$ cat src/rtl/hazard_sequencer_if.sv
// ----------------------------------------------------------------------------
// hazard_sequencer_if
//   Bundles every signal that passes between the pipeline datapath and the
//   hazard/stall controller. The controller connects through the slave
//   modport. The datapath, or a testbench driving it, uses the master modport.
//
//   Datapath -> controller:
//     rs1D, rs2D      source registers of the instruction in D
//     rs1E, rs2E      source registers of the instruction in E
//     rdE, regwriteE  destination and write-enable of E
//     wbselE          E writeback select, 2'b00 = load data
//     rdM, regwriteM  destination and write-enable of M
//     rdW, regwriteW  destination and write-enable of W
//     pcsrcE          branch taken or jump resolved in E
//     mc_reqE         E holds a multi-cycle op
//     mc_done         multi-cycle unit result valid (1-cycle pulse)
//
//   Controller -> datapath:
//     fwdAE, fwdBE    operand select: 00 regfile, 01 W result, 10 M ALU result
//     stallF/D/E      hold PC, IF/ID and ID/EX
//     flushD/E/M      bubble IF/ID, ID/EX and EX/MEM
//     mc_start        start pulse to the multi-cycle unit
//     mc_timeout      watchdog abort pulse
//     stall_cnt       saturating count of cycles with stallD=1
//     flush_cnt       saturating count of cycles with flushD=1
//
//   CNT_W must match the CNT_W of the connected hazard_sequencer.
// ----------------------------------------------------------------------------
interface hazard_sequencer_if #(
    parameter int CNT_W = 32
);
    logic [4:0]       rs1D;
    logic [4:0]       rs2D;
    logic [4:0]       rs1E;
    logic [4:0]       rs2E;
    logic [4:0]       rdE;
    logic             regwriteE;
    logic [1:0]       wbselE;
    logic [4:0]       rdM;
    logic             regwriteM;
    logic [4:0]       rdW;
    logic             regwriteW;
    logic             pcsrcE;
    logic             mc_reqE;
    logic             mc_done;

    logic [1:0]       fwdAE;
    logic [1:0]       fwdBE;
    logic             stallF;
    logic             stallD;
    logic             stallE;
    logic             flushD;
    logic             flushE;
    logic             flushM;
    logic             mc_start;
    logic             mc_timeout;
    logic [CNT_W-1:0] stall_cnt;
    logic [CNT_W-1:0] flush_cnt;

    modport slave (
        input  rs1D, rs2D, rs1E, rs2E, rdE, regwriteE, wbselE,
               rdM, regwriteM, rdW, regwriteW, pcsrcE, mc_reqE, mc_done,
        output fwdAE, fwdBE, stallF, stallD, stallE, flushD, flushE, flushM,
               mc_start, mc_timeout, stall_cnt, flush_cnt
    );

    modport master (
        output rs1D, rs2D, rs1E, rs2E, rdE, regwriteE, wbselE,
               rdM, regwriteM, rdW, regwriteW, pcsrcE, mc_reqE, mc_done,
        input  fwdAE, fwdBE, stallF, stallD, stallE, flushD, flushE, flushM,
               mc_start, mc_timeout, stall_cnt, flush_cnt
    );
endinterface

$ cat src/rtl/hazard_sequencer.sv
// ----------------------------------------------------------------------------
// hazard_sequencer
//   Hazard and stall controller for a 5-stage F/D/E/M/W pipeline.
//   - Selects forwarding sources for both execute-stage operands. M has
//     priority over W, and x0 is never forwarded.
//   - Inserts a single bubble for a load-use hazard.
//   - Flushes D and E on a branch or jump redirect resolved in E.
//   - Sequences multi-cycle execute ops (mul/div) using a start/done
//     handshake. A watchdog aborts the op after TIMEOUT cycles in BUSY.
//   - Keeps saturating performance counters for stall and flush cycles.
//
// Ports:
//   clk  rising-edge clock
//   rst  asynchronous, active-high reset. While it is high, every output is 0.
//   hz   hazard_sequencer_if.slave (see the interface file for the signals)
//
// Parameters:
//   TIMEOUT  maximum number of cycles spent in BUSY before the watchdog
//            aborts the op. Must be at least 2.
//   CNT_W    width of the performance counters
// ----------------------------------------------------------------------------
module hazard_sequencer #(
    parameter int TIMEOUT = 64,
    parameter int CNT_W   = 32
) (
    input  logic             clk,
    input  logic             rst,
    hazard_sequencer_if.slave hz
);
    localparam int TW = $clog2(TIMEOUT);
    localparam logic [TW-1:0] TIMER_LAST = TW'(TIMEOUT - 1);

    typedef enum logic {
        IDLE = 1'b0,
        BUSY = 1'b1
    } state_t;

    state_t           state_q;
    logic [TW-1:0]    timer_q;
    logic             mc_timeout_q;
    logic [CNT_W-1:0] stall_cnt_q;
    logic [CNT_W-1:0] flush_cnt_q;
    logic [CNT_W-1:0] stall_cnt_d;
    logic [CNT_W-1:0] flush_cnt_d;

    // ------------------------------------------------------------------
    // Forwarding: operand 0 is rs1E and operand 1 is rs2E.
    // ------------------------------------------------------------------
    logic [1:0][4:0] src_e;
    logic [1:0][1:0] fwd_sel;

    assign src_e[0] = hz.rs1E;
    assign src_e[1] = hz.rs2E;

    for (genvar gi = 0; gi < 2; gi++) begin : g_fwd
        logic hit_m;
        logic hit_w;
        assign hit_m = hz.regwriteM && (hz.rdM != 5'd0) && (hz.rdM == src_e[gi]);
        assign hit_w = hz.regwriteW && (hz.rdW != 5'd0) && (hz.rdW == src_e[gi]);
        assign fwd_sel[gi] = hit_m ? 2'b10 : (hit_w ? 2'b01 : 2'b00);
    end

    // ------------------------------------------------------------------
    // Stall / flush control
    // ------------------------------------------------------------------
    logic lwstall;
    logic mc_busy;
    logic mc_last;     // final BUSY cycle: the result arrives or the watchdog fires
    logic watchdog;
    logic stall_f, stall_d, stall_e;
    logic flush_d, flush_e, flush_m;
    logic start;

    assign lwstall = hz.regwriteE && (hz.wbselE == 2'b00) && (hz.rdE != 5'd0) &&
                     ((hz.rdE == hz.rs1D) || (hz.rdE == hz.rs2D));
    assign mc_busy  = (state_q == BUSY);
    assign watchdog = mc_busy && !hz.mc_done && (timer_q == TIMER_LAST);
    assign mc_last  = mc_busy && (hz.mc_done || (timer_q == TIMER_LAST));

    always_comb begin
        stall_f = 1'b0;
        stall_d = 1'b0;
        stall_e = 1'b0;
        flush_d = 1'b0;
        flush_e = 1'b0;
        flush_m = 1'b0;
        start   = 1'b0;
        if (!mc_busy) begin
            // A multi-cycle op in E takes precedence. E cannot also hold the
            // redirecting branch, so pcsrcE is not acted on in that cycle.
            if (hz.mc_reqE) begin
                start   = 1'b1;
                stall_f = 1'b1;
                stall_d = 1'b1;
                stall_e = 1'b1;
                flush_m = 1'b1;
            end else if (hz.pcsrcE) begin
                // A redirect beats a load-use stall so that the new PC is fetched.
                flush_d = 1'b1;
                flush_e = 1'b1;
            end else if (lwstall) begin
                stall_f = 1'b1;
                stall_d = 1'b1;
                flush_e = 1'b1;
            end
        end else if (!mc_last) begin
            stall_f = 1'b1;
            stall_d = 1'b1;
            stall_e = 1'b1;
            flush_m = 1'b1;
        end else if (lwstall) begin
            // On the release cycle E advances normally, so a load-use hazard
            // behaves as it would in IDLE. pcsrcE is still ignored here.
            stall_f = 1'b1;
            stall_d = 1'b1;
            flush_e = 1'b1;
        end
    end

    // Saturating counter next-state values
    assign stall_cnt_d = (stall_d && (stall_cnt_q != {CNT_W{1'b1}})) ?
                         stall_cnt_q + CNT_W'(1) : stall_cnt_q;
    assign flush_cnt_d = (flush_d && (flush_cnt_q != {CNT_W{1'b1}})) ?
                         flush_cnt_q + CNT_W'(1) : flush_cnt_q;

    // ------------------------------------------------------------------
    // Multi-cycle FSM, watchdog timer and counters
    // ------------------------------------------------------------------
    always_ff @(posedge clk or posedge rst) begin
        if (rst) begin
            state_q      <= IDLE;
            timer_q      <= '0;
            mc_timeout_q <= 1'b0;
            stall_cnt_q  <= '0;
            flush_cnt_q  <= '0;
        end else begin
            stall_cnt_q  <= stall_cnt_d;
            flush_cnt_q  <= flush_cnt_d;
            mc_timeout_q <= watchdog;
            case (state_q)
                IDLE: begin
                    if (hz.mc_reqE) begin
                        state_q <= BUSY;
                        timer_q <= '0;
                    end
                end
                BUSY: begin
                    if (mc_last) begin
                        state_q <= IDLE;
                    end else begin
                        timer_q <= timer_q + TW'(1);
                    end
                end
                default: state_q <= IDLE;
            endcase
        end
    end

    // ------------------------------------------------------------------
    // Outputs. The combinational outputs are gated by rst so that they read
    // as 0 for the whole time reset is held, not only after the next edge.
    // ------------------------------------------------------------------
    assign hz.fwdAE      = rst ? 2'b00 : fwd_sel[0];
    assign hz.fwdBE      = rst ? 2'b00 : fwd_sel[1];
    assign hz.stallF     = !rst && stall_f;
    assign hz.stallD     = !rst && stall_d;
    assign hz.stallE     = !rst && stall_e;
    assign hz.flushD     = !rst && flush_d;
    assign hz.flushE     = !rst && flush_e && !stall_e;   // a hold wins over a bubble
    assign hz.flushM     = !rst && flush_m;
    assign hz.mc_start   = !rst && start;
    assign hz.mc_timeout = mc_timeout_q;
    assign hz.stall_cnt  = stall_cnt_q;
    assign hz.flush_cnt  = flush_cnt_q;
endmodule

$ cat src/flat_wrapper.sv
// flat-port wrapper written by rule: the top's interface ports become plain ports
module hazard_sequencer_flat 
#(
    parameter int TIMEOUT = 64,
    parameter int CNT_W   = 32
)
  (clk, rst, hz_rs1D, hz_rs2D, hz_rs1E, hz_rs2E, hz_rdE, hz_regwriteE, hz_wbselE, hz_rdM, hz_regwriteM, hz_rdW, hz_regwriteW, hz_pcsrcE, hz_mc_reqE, hz_mc_done, hz_fwdAE, hz_fwdBE, hz_stallF, hz_stallD, hz_stallE, hz_flushD, hz_flushE, hz_flushM, hz_mc_start, hz_mc_timeout, hz_stall_cnt, hz_flush_cnt);
  hazard_sequencer_if #(.CNT_W(CNT_W)) hz_i ();
  input  logic clk;
  input  logic rst;
  input wire logic [$bits(hz_i.rs1D)-1:0] hz_rs1D;
  input wire logic [$bits(hz_i.rs2D)-1:0] hz_rs2D;
  input wire logic [$bits(hz_i.rs1E)-1:0] hz_rs1E;
  input wire logic [$bits(hz_i.rs2E)-1:0] hz_rs2E;
  input wire logic [$bits(hz_i.rdE)-1:0] hz_rdE;
  input wire logic [$bits(hz_i.regwriteE)-1:0] hz_regwriteE;
  input wire logic [$bits(hz_i.wbselE)-1:0] hz_wbselE;
  input wire logic [$bits(hz_i.rdM)-1:0] hz_rdM;
  input wire logic [$bits(hz_i.regwriteM)-1:0] hz_regwriteM;
  input wire logic [$bits(hz_i.rdW)-1:0] hz_rdW;
  input wire logic [$bits(hz_i.regwriteW)-1:0] hz_regwriteW;
  input wire logic [$bits(hz_i.pcsrcE)-1:0] hz_pcsrcE;
  input wire logic [$bits(hz_i.mc_reqE)-1:0] hz_mc_reqE;
  input wire logic [$bits(hz_i.mc_done)-1:0] hz_mc_done;
  output wire logic [$bits(hz_i.fwdAE)-1:0] hz_fwdAE;
  output wire logic [$bits(hz_i.fwdBE)-1:0] hz_fwdBE;
  output wire logic [$bits(hz_i.stallF)-1:0] hz_stallF;
  output wire logic [$bits(hz_i.stallD)-1:0] hz_stallD;
  output wire logic [$bits(hz_i.stallE)-1:0] hz_stallE;
  output wire logic [$bits(hz_i.flushD)-1:0] hz_flushD;
  output wire logic [$bits(hz_i.flushE)-1:0] hz_flushE;
  output wire logic [$bits(hz_i.flushM)-1:0] hz_flushM;
  output wire logic [$bits(hz_i.mc_start)-1:0] hz_mc_start;
  output wire logic [$bits(hz_i.mc_timeout)-1:0] hz_mc_timeout;
  output wire logic [$bits(hz_i.stall_cnt)-1:0] hz_stall_cnt;
  output wire logic [$bits(hz_i.flush_cnt)-1:0] hz_flush_cnt;
  assign hz_i.rs1D = hz_rs1D;
  assign hz_i.rs2D = hz_rs2D;
  assign hz_i.rs1E = hz_rs1E;
  assign hz_i.rs2E = hz_rs2E;
  assign hz_i.rdE = hz_rdE;
  assign hz_i.regwriteE = hz_regwriteE;
  assign hz_i.wbselE = hz_wbselE;
  assign hz_i.rdM = hz_rdM;
  assign hz_i.regwriteM = hz_regwriteM;
  assign hz_i.rdW = hz_rdW;
  assign hz_i.regwriteW = hz_regwriteW;
  assign hz_i.pcsrcE = hz_pcsrcE;
  assign hz_i.mc_reqE = hz_mc_reqE;
  assign hz_i.mc_done = hz_mc_done;
  assign hz_fwdAE = hz_i.fwdAE;
  assign hz_fwdBE = hz_i.fwdBE;
  assign hz_stallF = hz_i.stallF;
  assign hz_stallD = hz_i.stallD;
  assign hz_stallE = hz_i.stallE;
  assign hz_flushD = hz_i.flushD;
  assign hz_flushE = hz_i.flushE;
  assign hz_flushM = hz_i.flushM;
  assign hz_mc_start = hz_i.mc_start;
  assign hz_mc_timeout = hz_i.mc_timeout;
  assign hz_stall_cnt = hz_i.stall_cnt;
  assign hz_flush_cnt = hz_i.flush_cnt;
  hazard_sequencer #(.TIMEOUT(TIMEOUT), .CNT_W(CNT_W)) u_core (.clk(clk), .rst(rst), .hz(hz_i));
endmodule
$ cat config.mk
export PLATFORM = sky130hd
export DESIGN_NAME = hazard_sequencer_flat
export DESIGN_NICKNAME = d
export VERILOG_FILES = /design/src/rtl/hazard_sequencer_if.sv /design/src/rtl/hazard_sequencer.sv /design/src/flat_wrapper.sv
export SDC_FILE = /design/constraint.sdc
export NUM_CORES = 1
export LEC_CHECK = 0
export ABC_AREA = 1
export CAP_MARGIN = 0
export CORE_ASPECT_RATIO = 1.25
export CORE_MARGIN = 4
export CORE_UTILIZATION = 25
export CTS_CLUSTER_DIAMETER = 100
export DETAILED_ROUTE_END_ITERATION = 8
export DONT_BUFFER_PORTS = 1
export GPL_TIMING_DRIVEN = 0
export SKIP_LAST_GASP = 1
export SLEW_MARGIN = 10
export SYNTH_ARGS = -nofsm -noshare
export SYNTH_HDL_FRONTEND = slang
export SYNTH_SLANG_ARGS = --single-unit
export TNS_END_PERCENT = 5
$ cat constraint.sdc
create_clock -name clk -period 3.1 [get_ports clk]
set_input_delay 0.62 -clock clk [delete_from_list [all_inputs] [get_ports clk]]
set_output_delay 0.62 -clock clk [all_outputs]
set_load 0.03 [all_outputs]
After elaboration in Yosys (flattened, before gate mapping)
Index checks and enable logic that the tools add are counted.
{"block": "classes", "add_sub_neg": 3, "n_eq_ne": 11, "mux": 26, "bitwise": 1, "n_reduce_logical": 30}
{"operator": "$add A32 B1 Y32 const B", "n": 2}
{"operator": "$ne A32 B32 Y1 const B", "n": 2}
{"operator": "$eq A5 B5 Y1", "n": 6}
{"operator": "$logic_and A1 B1 Y1", "n": 20}
{"operator": "$mux W1", "n": 18}
{"operator": "$reduce_bool A5 Y1", "n": 3}
{"operator": "$mux W6", "n": 2}
{"operator": "$pmux W6 S2", "n": 1}
{"operator": "$mux W2", "n": 4}
{"operator": "$add A6 B1 Y6 const B", "n": 1}
{"operator": "$eq A6 B6 Y1 const B", "n": 1}
{"operator": "$ne A2 B2 Y1 const B", "n": 2}
{"operator": "$logic_not A1 Y1", "n": 3}
{"operator": "$logic_not A2 Y1", "n": 1}
{"operator": "$logic_or A1 B1 Y1", "n": 2}
{"operator": "$pmux W1 S2", "n": 1}
{"operator": "$reduce_and A2 Y1", "n": 1}
{"operator": "$not A1 Y1", "n": 1}
{"block": "totals", "register_bits": 72, "inputBits": 45, "out_inout_bits": 76, "wordCells": 76}

Logic depth before layout (Yosys ltp)
Gate-level depths: netlist of the first run.
{"block": "depth", "depth_word": 10, "mapped_depth": 12}

Worst setup path before layout of the first run
OpenSTA, ideal clock, no wires.
{"block": "synth_path", "kind": "in2out", "startpoint": "input hz_rdE[4]", "endpoint": "output hz_stallF", "arrival_ns": 1.936, "setup_slack_ns": 0.544, "cell_stages": 9, "path_buffers": 1, "cell_sequence": "inv_1 > nand2_1 > nand2_1 > nor2_1 > nand3_1 > nand2_1 > nand3_1 > a21oi_1 > buf_4"}
{"block": "synth_via", "elab_chain_cells": 8, "elab_cells_between_ends": 12, "cone_classes": "eq/ne: 2; mux: 5; reduce/logical: 5"}
{"element": "from (decl)", "line": "flat_wrapper.sv:15", "source": "input wire logic [$bits(hz_i.rdE)-1:0] hz_rdE;"}
{"element": "$eq A5 B5 Y1 / $reduce_bool A5 Y1 (equally long branches)", "line": "hazard_sequencer.sv:75, hazard_sequencer.sv:74"}
{"element": "$logic_or A1 B1 Y1 / $logic_and A1 B1 Y1 (equally long branches)", "line": "hazard_sequencer.sv:75, hazard_sequencer.sv:74"}
{"element": "$logic_and A1 B1 Y1 (*)", "line": "hazard_sequencer.sv:74", "source": "assign lwstall = hz.regwriteE && (hz.wbselE == 2'b00) && (hz.rdE != 5'd0) &&"}
{"element": "$mux W1 (*)"}
{"element": "$mux W1 (2 in a row)"}
{"element": "$mux W1 (*)"}
{"element": "$logic_and A1 B1 Y1 (*)"}
{"element": "to (decl)", "line": "flat_wrapper.sv:27", "source": "output wire logic [$bits(hz_i.stallF)-1:0] hz_stallF;"}
Every way passes the cells marked *; elsewhere a longest branch is shown, timed or not.

Final worst setup path of the first run
{"block": "layout_path", "startpoint": "register u_core.timer_q[0]", "endpoint": "output hz_stallF"}
{"block": "layout_via", "elab_chain_cells": 6}
{"element": "from (decl)", "line": "hazard_sequencer.sv:39", "source": "logic [TW-1:0] timer_q;"}
{"element": "from (signal assigned)", "line": "hazard_sequencer.sv:151", "source": "timer_q <= timer_q + TW'(1);"}
{"element": "$eq A6 B6 Y1", "line": "hazard_sequencer.sv:78", "source": "assign mc_last = mc_busy && (hz.mc_done || (timer_q == TIMER_LAST));"}
{"element": "$logic_or A1 B1 Y1", "line": "hazard_sequencer.sv:78"}
{"element": "$logic_and A1 B1 Y1", "line": "hazard_sequencer.sv:78"}
{"element": "$mux W1 (2 in a row)"}
{"element": "$logic_and A1 B1 Y1"}
No other way between the ends.

==> results of run 1 <==
sequential cells by signal, summed over array words and instances, names as in the netlist:
register              count
u_core.hz.flush_cnt      32
u_core.hz.stall_cnt      32
u_core.timer_q            6
u_core.hz.mc_timeout      1
u_core.mc_busy            1
final cells by class:
type | count | area (um^2)
Timing Repair Buffer | 1 | 20.0
Clock buffer | 13 | 260
Fill cell | 2256 | 14400
Inverter | 82 | 310
Tap cell | 270 | 338
Clock inverter | 3 | 40.0
Buffer | 17 | 140
Multi-Input combinational cell | 601 | 2970
Sequential cell | 72 | 1800
power by group through the flow:
stage | logic (W) | registers [W] | clock network, W
2_1_floorplan | 0.000405 | 0.00137 | 0
3_3_place_gp | 0.000483 | 0.00145 | 0
3_5_place_dp | 0.000494 | 0.00145 | 0
4_1_cts | 0.000496 | 0.00143 | 0.00111
5_1_grt | 0.000559 | 0.00145 | 0.00114
6_report | 0.000488 | 0.00142 | 0.00107
routing by layer:
| metal | track usage (%) | vias up | wire (um) |
|---|---|---|---|
| li1 | - | 2449 | - |
| met1 | 14.1 | 2216 | 5890 |
| met2 | 23.6 | 136 | 7910 |
| met3 | 5.10 | 33 | 1190 |
| met4 | 4.90 | 0 | 423 |
| met5 | 0 | - | 0 |
metrics by stage:
step / worst slack, ns / instances / power, W / cell area (um^2) / setup TNS, ns
2_1_floorplan: 0.446 / 772 / 0.00178 / 5220 / 0
3_3_place_gp: -0.740 / 1042 / 0.00193 / 5560 / -52.85
3_5_place_dp: 0.341 / 1043 / 0.00194 / 5580 / 0
4_1_cts: 0.175 / 1059 / 0.00304 / 5880 / 0
5_1_grt: 0.102 / 1059 / 0.00314 / 5880 / 0
6_report: 0.213 / 1059 / 0.00298 / 5880 / 0
how the worst min path moves through the flow:
stage / startpoint / end / slack, ns / cells after the start
6_report: hz_mc_done / u_core.hz.mc_timeout$_DFF_PP0_ / 0.35 / 1
5_1_grt: hz_mc_done / u_core.hz.mc_timeout$_DFF_PP0_ / 0.33 / 1
4_1_cts: hz_mc_done / u_core.hz.mc_timeout$_DFF_PP0_ / 0.33 / 1
3_5_place_dp: u_core.timer_q[1]$_DFFE_PP0P_ / u_core.timer_q[1]$_DFFE_PP0P_ / 0.52 / 1
3_3_place_gp: u_core.timer_q[1]$_DFFE_PP0P_ / u_core.timer_q[1]$_DFFE_PP0P_ / 0.51 / 1
2_1_floorplan: u_core.timer_q[0]$_DFFE_PP0P_ / u_core.timer_q[0]$_DFFE_PP0P_ / 0.49 / 1
repair_timing:
action	in CTS	in global routing
endpoints found under the hold margin	0	0
endpoints found under the setup margin	1	0
resized for setup	1	0
cell usage after synthesis:
master,number
a21oi_1,6
nor2_4,2
nand2_1,291
nand3_2,11
nand4_4,1
nand4_1,11
o21ai_1,1
buf_4,5
a32o_1,1
a21oi_4,1
o211ai_1,1
o21ai_0,18
o22ai_1,3
nand3_1,55
buf_2,4
clkbuf_1,1
inv_1,81
xnor2_1,22
nor3_2,2
or2_2,1
xor2_1,31
nand2_4,3
buf_6,7
nor3b_1,2
ha_1,3
nor3_1,27
dfrtp_1,72
nor4_1,2
o21ai_2,5
nor2_2,4
nand3b_1,10
nor2_1,85
nand2_2,2
inv_2,1
cell families (layout without fill, tap and decap cells):
group / count (synthesis) / in the layout / synth area share [%]
AO/OA/AOI/OAI: 36 / 36 / 4.24
XOR/XNOR: 53 / 53 / 8.90
adder cells (fa/ha/maj): 3 / 3 / 0.720
buffers and inverters: 99 / 116 / 8.59
flip-flops: 72 / 72 / 34.5
AND/OR/NAND/NOR: 509 / 509 / 43.0
critical path, stage by stage, from the launching register on:
cell and delay, ns:
dfrtp_1 0.40, ha_1 0.25, nand4_1 0.10, nor2_1 0.06, inv_2 0.09, a21oi_4 0.09
a21oi_1 0.64, buf_4 0.29
==> impl_metrics.yaml, run 1 <==
run_status:
  status: "finished clean"
cts:
  cts_setup_buffers: 0
  numCtsBuffers: 9
  cts.htree.levels: 3
  cts_tree: "done"
  cts_hold_repair.buffers: 0
  cts_buffer_depth: 2
  numClockSinks: 72
  insertion_delay_ns: 0.35
  cts-root-buf: "clkbuf_16"
  path_clk_slew_ns: 0.06
sta:
  final_hold_viol_count: 0
  fmax_mhz: 346
  worst_pin_slew_ns: 0.985
  post-route-min-period_ns: 2.89
  setup_violations: 0
  finalCritPeriodShare_pct: 93.1
  skew_ns: 0.00825
  holdWs_ns: 0.347
  timing.slew.headroom_pct: 33.8
  rsz0062_at_grt: "false"
  slew_violations: 0
pwr:
  p_leak_nw: 2.70
  comb_power_share_pct: 16.4
  p_seq_share_pct: 47.7
  p_int_w: 0.00190
  irDropWorstVdd_mv: 0.435
  p_sw_share_pct: 36.3
  p_clk_share_pct: 35.9
  power_density_nw_per_um2: 506
  switching_power_w: 0.00108
synthesis:
  syn_avg_cell_area_um2: 6.76
  synth_area_leader_cell: "dfrtp_1"
  synthCells: 772
  yosys_warnings: 0
  ys_seq_elements: 72
  synth_area_leaders: "dfrtp_1, nand2_1, nor2_1, inv_1, nand3_1"
  yosysSeqAreaShare_pct: 34.5
  netlist-cell-type-count: 34
  netlist_area_um2: 5220
  synth_nets: 820
  netlist.area_leader.share_pct: 34.5
floorplan:
  row_count: 58
  ios: 121
  die_w_um: 137
  coreArea_um2: 20300
  die_area_um2: 23300
  fp.dieH_um: 170
  start_util_pct: 25.7
placed_design:
  port_buffers: 0
  gp_congestion: 0.966
  hpwl_um: 12200
global_route:
  grt_overflow_total: 0
  antenna_found_initial: 0
  grt_use_total_pct: 13.3
  grt_max_degree: 38
  grt_pass1_vias: 4679
  grt_pass1_wl_um: 24300
critical_path:
  crit_end: "hz_stallF"
  critPathKind: "reg -> out"
  crit_path_start_kind: "register"
  ff2ff_setup_slack_ns: 0.81
  worst_r2r_endpoint: "u_core.hz.stall_cnt[22]$_DFFE_PP0P_"
  r2r_cells: 10
  required_ns: 2.48
  cp-end-kind: "output port"
  rr_startpoint: "u_core.hz.stall_cnt[0]$_DFFE_PP0P_"
  cp-startpoint: "u_core.timer_q[0]$_DFFE_PP0P_"
  cp_max_fo: 7
  critPathArrivalTime_ns: 2.27
cells_and_area:
  nets: 832
  layout-drive-gt1-share_pct: 8.37
  final_common_cell: "nand2_1"
  areaGrowthSynthToFinish_pct: 12.8
  post-route-util_pct: 29.0
  mostFrequentLayoutCells: "nand2_1, nor2_1, inv_1, dfrtp_1, nand3_1"
  num_antenna_cells: 0
routing:
  ant_nets: 0
  drc: 0
  post_drt_wl_per_cell_um: 14.6
  drt_iter0_drc: 198
  wl_um: 15400
  avgViaCountPerCell: 4.56
  first_pass_iters: 5
  via_count: 4834
min_path:
  hp-class: "in -> reg"
flow_run:
  maxCapViolCount: 0
Note: power is estimated with default switching activity, not from simulation.
==> inputs of run 2 (changes only) <==
- CTS_CLUSTER_DIAMETER: 100 -> unset
- PLACE_DENSITY_LB_ADDON: unset -> 0.2
==> run 2 against run 1 <==
Non-clock buffer count did not move. Utilization fell by 0.068 points. Largest cell class unchanged. Cell count did not move. Global-route usage rose by 0.58 points. Die area did not move. Fmax rose by 0.95%. Total power fell by 1.8%. Critical path depth did not move. Worst setup slack improved by 0.027 ns. First-iteration DRC count rose by 4.0%. Highest routed layer unchanged. Clock power fell by 5%. Largest power group unchanged. Combinational power barely moved.
==> impl_metrics.yaml, run 2 (same netlist as run 1, synthesis figures left out) <==
floorplan:
  row_count: 58
  die_w_um: 137
  ios: 121
  coreArea_um2: 20300
  fp.dieH_um: 170
  die_area_um2: 23300
  start_util_pct: 25.7
cts:
  numCtsBuffers: 9
  cts_setup_buffers: 0
  numClockSinks: 72
  cts_buffer_depth: 2
  cts_tree: "done"
  cts.htree.levels: 3
  insertion_delay_ns: 0.34
  cts-root-buf: "clkbuf_16"
  path_clk_slew_ns: 0.06
  cts_hold_repair.buffers: 0
sta:
  finalCritPeriodShare_pct: 92.2
  rsz0062_at_grt: "false"
  final_hold_viol_count: 0
  timing.slew.headroom_pct: 36.1
  post-route-min-period_ns: 2.86
  setup_violations: 0
  worst_pin_slew_ns: 0.951
  postLayoutSetupSlackWorst_ns: 0.240
  tns_ns: 0
  slew_violations: 0
  fmax_mhz: 350
  skew_ns: 0.00784
critical_path:
  cp_max_fo: 7
  r2r_cells: 10
  cp-end-kind: "output port"
  critPathArrivalTime_ns: 2.24
  required_ns: 2.48
  critPathKind: "reg -> out"
  crit_path_start_kind: "register"
pwr:
  p_sw_share_pct: 37.1
  switching_power_w: 0.00109
  p_leak_nw: 2.69
  power_density_nw_per_um2: 498
  irDropWorstVdd_mv: 0.263
  p_seq_share_pct: 48.4
  p_clk_share_pct: 34.9
  comb_power_share_pct: 16.8
  p_int_w: 0.00184
  power_w: 0.00293
global_route:
  antenna_found_initial: 0
  grt_pass1_wl_um: 25200
  grt_pass1_vias: 4717
  grt_overflow_total: 0
  grt_use_total_pct: 13.9
  grt_max_degree: 38
cells_and_area:
  multi_input_area_um2: 2970
  mostFrequentLayoutCells: "nand2_1, nor2_1, inv_1, dfrtp_1, nand3_1"
  post-route-util_pct: 28.9
  nets: 832
  final_common_cell: "nand2_1"
  num_antenna_cells: 0
  nFillCells: 2253
  layout-drive-gt1-share_pct: 8.37
  seq_area_um2: 1800
  areaGrowthSynthToFinish_pct: 12.5
routing:
  avgViaCountPerCell: 4.42
  wl_um: 15700
  post_drt_wl_per_cell_um: 14.9
  first_pass_iters: 4
  drc: 0
  ant_nets: 0
  drt_iter0_drc: 206
  via_count: 4678
run_status:
  status: "finished clean"
flow_run:
  maxCapViolCount: 0
placed_design:
  gp_congestion: 0.891
  place_ws_ns: 0.326
  port_buffers: 0
  hpwl_um: 12500
min_path:
  hold_depth: 1
  hp-class: "in -> reg"
## run 2: area by class of cell
class                      instances  area share (%)
buffer                            17            2.39
clock buffer                      14            4.67
clock inverter                     2           0.213
inverter                          82            5.29
multi-input combinational        601            50.7
sequential                        72            30.7
tap                              270            5.76
timing repair buffer               1           0.341
## run 2: worst paths after layout
| path | from | slack, ns | end |
|---|---|---|---|
| setup / recovery | u_core.timer_q[0]$_DFFE_PP0P_ | 0.24 | hz_stallF |
| min in group asynchronous | rst | 0.50 | u_core.hz.mc_timeout$_DFF_PP0_ |
| max in group asynchronous | rst | 2.03 | u_core.hz.flush_cnt[11]$_DFFE_PP0P_ |
| hold reg to reg | u_core.timer_q[1]$_DFFE_PP0P_ | 0.53 | u_core.timer_q[1]$_DFFE_PP0P_ |
| setup reg to reg | u_core.hz.flush_cnt[0]$_DFFE_PP0P_ | 0.83 | u_core.hz.flush_cnt[2]$_DFFE_PP0P_ |
| hold / removal | hz_mc_done | 0.34 | u_core.hz.mc_timeout$_DFF_PP0_ |
## run 2: repair_timing
item,in CTS,in global routing
endpoints found under the hold margin,0,0
gates resized for setup,1,0
setup endpoints to repair,1,0
## run 2: worst max-delay path: stages (launching register included)
cell and delay [ns]:
dfrtp_1 0.40, ha_1 0.25, nand4_1 0.10, nor2_1 0.06, inv_2 0.09, a21oi_4 0.09
a21oi_1 0.62, buf_4 0.28
## run 2: through the flow
stage	instances	hold slack [ns]	area, um^2
global route	1059	0.324	5870
detailed placement	1043	0.516	5580
finish	1059	0.344	5870
CTS	1059	0.331	5870
floorplan	772	0.487	5220
global placement	1042	0.519	5560
## run 2: metal layers
metal,vias to the layer above,track usage [%],share of wire (%)
met2,86,25.3,53
met5,-,0,0
met1,2119,14.9,39
met4,0,4.77,1.9
li1,2452,-,-
met3,21,4.54,6.3
## run 2: power by group through the flow
| stage | Clock [W] | Sequential [W] | Combinational (W) |
|---|---|---|---|
| floorplan | 0 | 0.00137 | 0.000405 |
| global placement | 0 | 0.00144 | 0.000492 |
| detailed placement | 0 | 0.00144 | 0.000502 |
| CTS | 0.00105 | 0.00142 | 0.000503 |
| global route | 0.00110 | 0.00145 | 0.000567 |
| finish | 0.00102 | 0.00141 | 0.000491 |
==> inputs of run 3 (changes only) <==
--- a/config.mk
+++ b/config.mk
@@ -15,2 +15,3 @@
 export GPL_TIMING_DRIVEN = 0
+export HOLD_SLACK_MARGIN = 0.12
 export PLACE_DENSITY_LB_ADDON = 0.2
--- a/constraint.sdc
+++ b/constraint.sdc
@@ -3,2 +3,2 @@
 set_output_delay 0.62 -clock clk [all_outputs]
-set_load 0.03 [all_outputs]
+set_load 0.01 [all_outputs]
==> run 3 against run 2 <==
Die area unchanged. Global-route usage is essentially flat. Largest cell class unchanged. Count of clock-buffer cells in the layout unchanged. Cell count unchanged. First-iteration DRC count unchanged. Clock power is essentially flat. Fmax is 6.8% higher. Via count up 0.21%. Sequential power fell by 9.9%.
==> impl_metrics.yaml, run 3 (same netlist as run 1, synthesis figures left out) <==
routing:
  ant_nets: 0
  post_drt_wl_per_cell_um: 14.9
  avgViaCountPerCell: 4.43
  first_pass_iters: 4
  via_count: 4688
  wl_um: 15800
  drc: 0
  drt_iter0_drc: 206
cts:
  cts.htree.levels: 3
  cts_tree: "done"
  cts_setup_buffers: 0
  cts_hold_repair.buffers: 0
  cts_buffer_depth: 2
  cts-root-buf: "clkbuf_16"
  insertion_delay_ns: 0.35
  postCtsResizedCells: 0
  path_clk_slew_ns: 0.06
  numClockSinks: 72
  numCtsBuffers: 9
pwr:
  irDropWorstVdd_mv: 0.262
  p_leak_nw: 2.69
  power_w: 0.00277
  power_density_nw_per_um2: 473
sta:
  rsz0062_at_grt: "false"
  post-route-min-period_ns: 2.68
  tns_ns: 0
  finalCritPeriodShare_pct: 86.3
  skew_ns: 0.00922
  setup_violations: 0
  timing.slew.headroom_pct: 61.0
  final_hold_viol_count: 0
  slew_violations: 0
  fmax_mhz: 374
  worst_pin_slew_ns: 0.584
critical_path:
  critPathArrivalTime_ns: 2.06
  crit_path_start_kind: "register"
  required_ns: 2.48
  cp-end-kind: "output port"
  cp_max_fo: 7
  critPathKind: "reg -> out"
floorplan:
  coreArea_um2: 20300
  row_count: 58
  ios: 121
  start_util_pct: 25.7
  die_area_um2: 23300
  fp.dieH_um: 170
  die_w_um: 137
placed_design:
  gp_congestion: 0.891
  dp_cells: 1043
  hpwl_um: 12500
  port_buffers: 0
global_route:
  grt_max_degree: 38
  grt_pass1_wl_um: 25200
  grt_use_total_pct: 13.8
  antenna_found_initial: 0
  grt_pass1_vias: 4715
  grt_overflow_total: 0
cells_and_area:
  num_antenna_cells: 0
  final_common_cell: "nand2_1"
  multi_input_area_um2: 2970
  nets: 832
  post-route-util_pct: 28.9
  layout-drive-gt1-share_pct: 8.24
  seq_area_um2: 1800
  final_cells: 1059
  nFillCells: 2253
  areaGrowthSynthToFinish_pct: 12.4
  mostFrequentLayoutCells: "nand2_1, nor2_1, inv_1, dfrtp_1, nand3_1"
min_path:
  hp-class: "in -> reg"
run_status:
  status: "finished clean"
flow_run:
  maxCapViolCount: 0
## run 3: per-stage QoR
stage / instance area, um^2 / hold WS [ns] / worst slack, ns
after floorplan: 5220 / 0.487 / 0.446
after global placement: 5560 / 0.519 / -0.729
after detailed placement: 5580 / 0.516 / 0.695
after CTS: 5860 / 0.331 / 0.347
after global routing: 5860 / 0.324 / 0.154
final: 5860 / 0.344 / 0.424
## run 3: cell type report
cell class                      count  area share [%]
Buffer                             17            2.39
Clock buffer                       14            4.67
Clock inverter                      2           0.213
Inverter                           82            5.29
Multi-Input combinational cell    601            50.6
Sequential cell                    72            30.7
Tap cell                          270            5.76
Timing Repair Buffer                1           0.341
## run 3: routing by layer
| layer | GRT usage (%) | vias to the layer above | part of all wire (%) |
|---|---|---|---|
| met2 | 25.3 | 86 | 53 |
| li1 | - | 2455 | - |
| met1 | 14.8 | 2128 | 39 |
| met3 | 4.54 | 19 | 6.3 |
| met4 | 4.77 | 0 | 1.9 |
| met5 | 0 | - | 0 |
## run 3: power breakdown
| part | total [W] | internal (W) | switching (W) | leakage (nW) |
|---|---|---|---|---|
| clock network | 0.00102 | 0.000607 | 0.000416 | 0.139 |
| registers | 0.00127 | 0.00105 | 0.000222 | 0.977 |
| logic | 0.000478 | 0.000187 | 0.000291 | 1.57 |
| total | 0.00277 | 0.00184 | 0.000929 | 2.69 |
## run 3: path summary, 6_finish.rpt
kind / startpoint / endpoint / slack (ns) / cells after the start
min in group asynchronous: rst / u_core.hz.mc_timeout$_DFF_PP0_ / 0.48 / 2
worst min register to register: u_core.timer_q[1]$_DFFE_PP0P_ / u_core.timer_q[1]$_DFFE_PP0P_ / 0.53 / 1
worst max register to register: u_core.hz.flush_cnt[0]$_DFFE_PP0P_ / u_core.hz.flush_cnt[13]$_DFFE_PP0P_ / 0.96 / 10
worst max-delay path: u_core.timer_q[0]$_DFFE_PP0P_ / hz_flushE / 0.42 / 7
worst min-delay path: hz_mc_done / u_core.hz.mc_timeout$_DFF_PP0_ / 0.34 / 1
max in group asynchronous: rst / u_core.hz.flush_cnt[11]$_DFFE_PP0P_ / 2.05 / 3
## run 3: critical path: stages (launching register included)
cell	delay (ns)
dfrtp_1	0.38
ha_1	0.22
nand4_1	0.12
nor2_1	0.13
inv_2	0.08
a21oi_4	0.24
inv_1	0.15
nor3_1	0.40
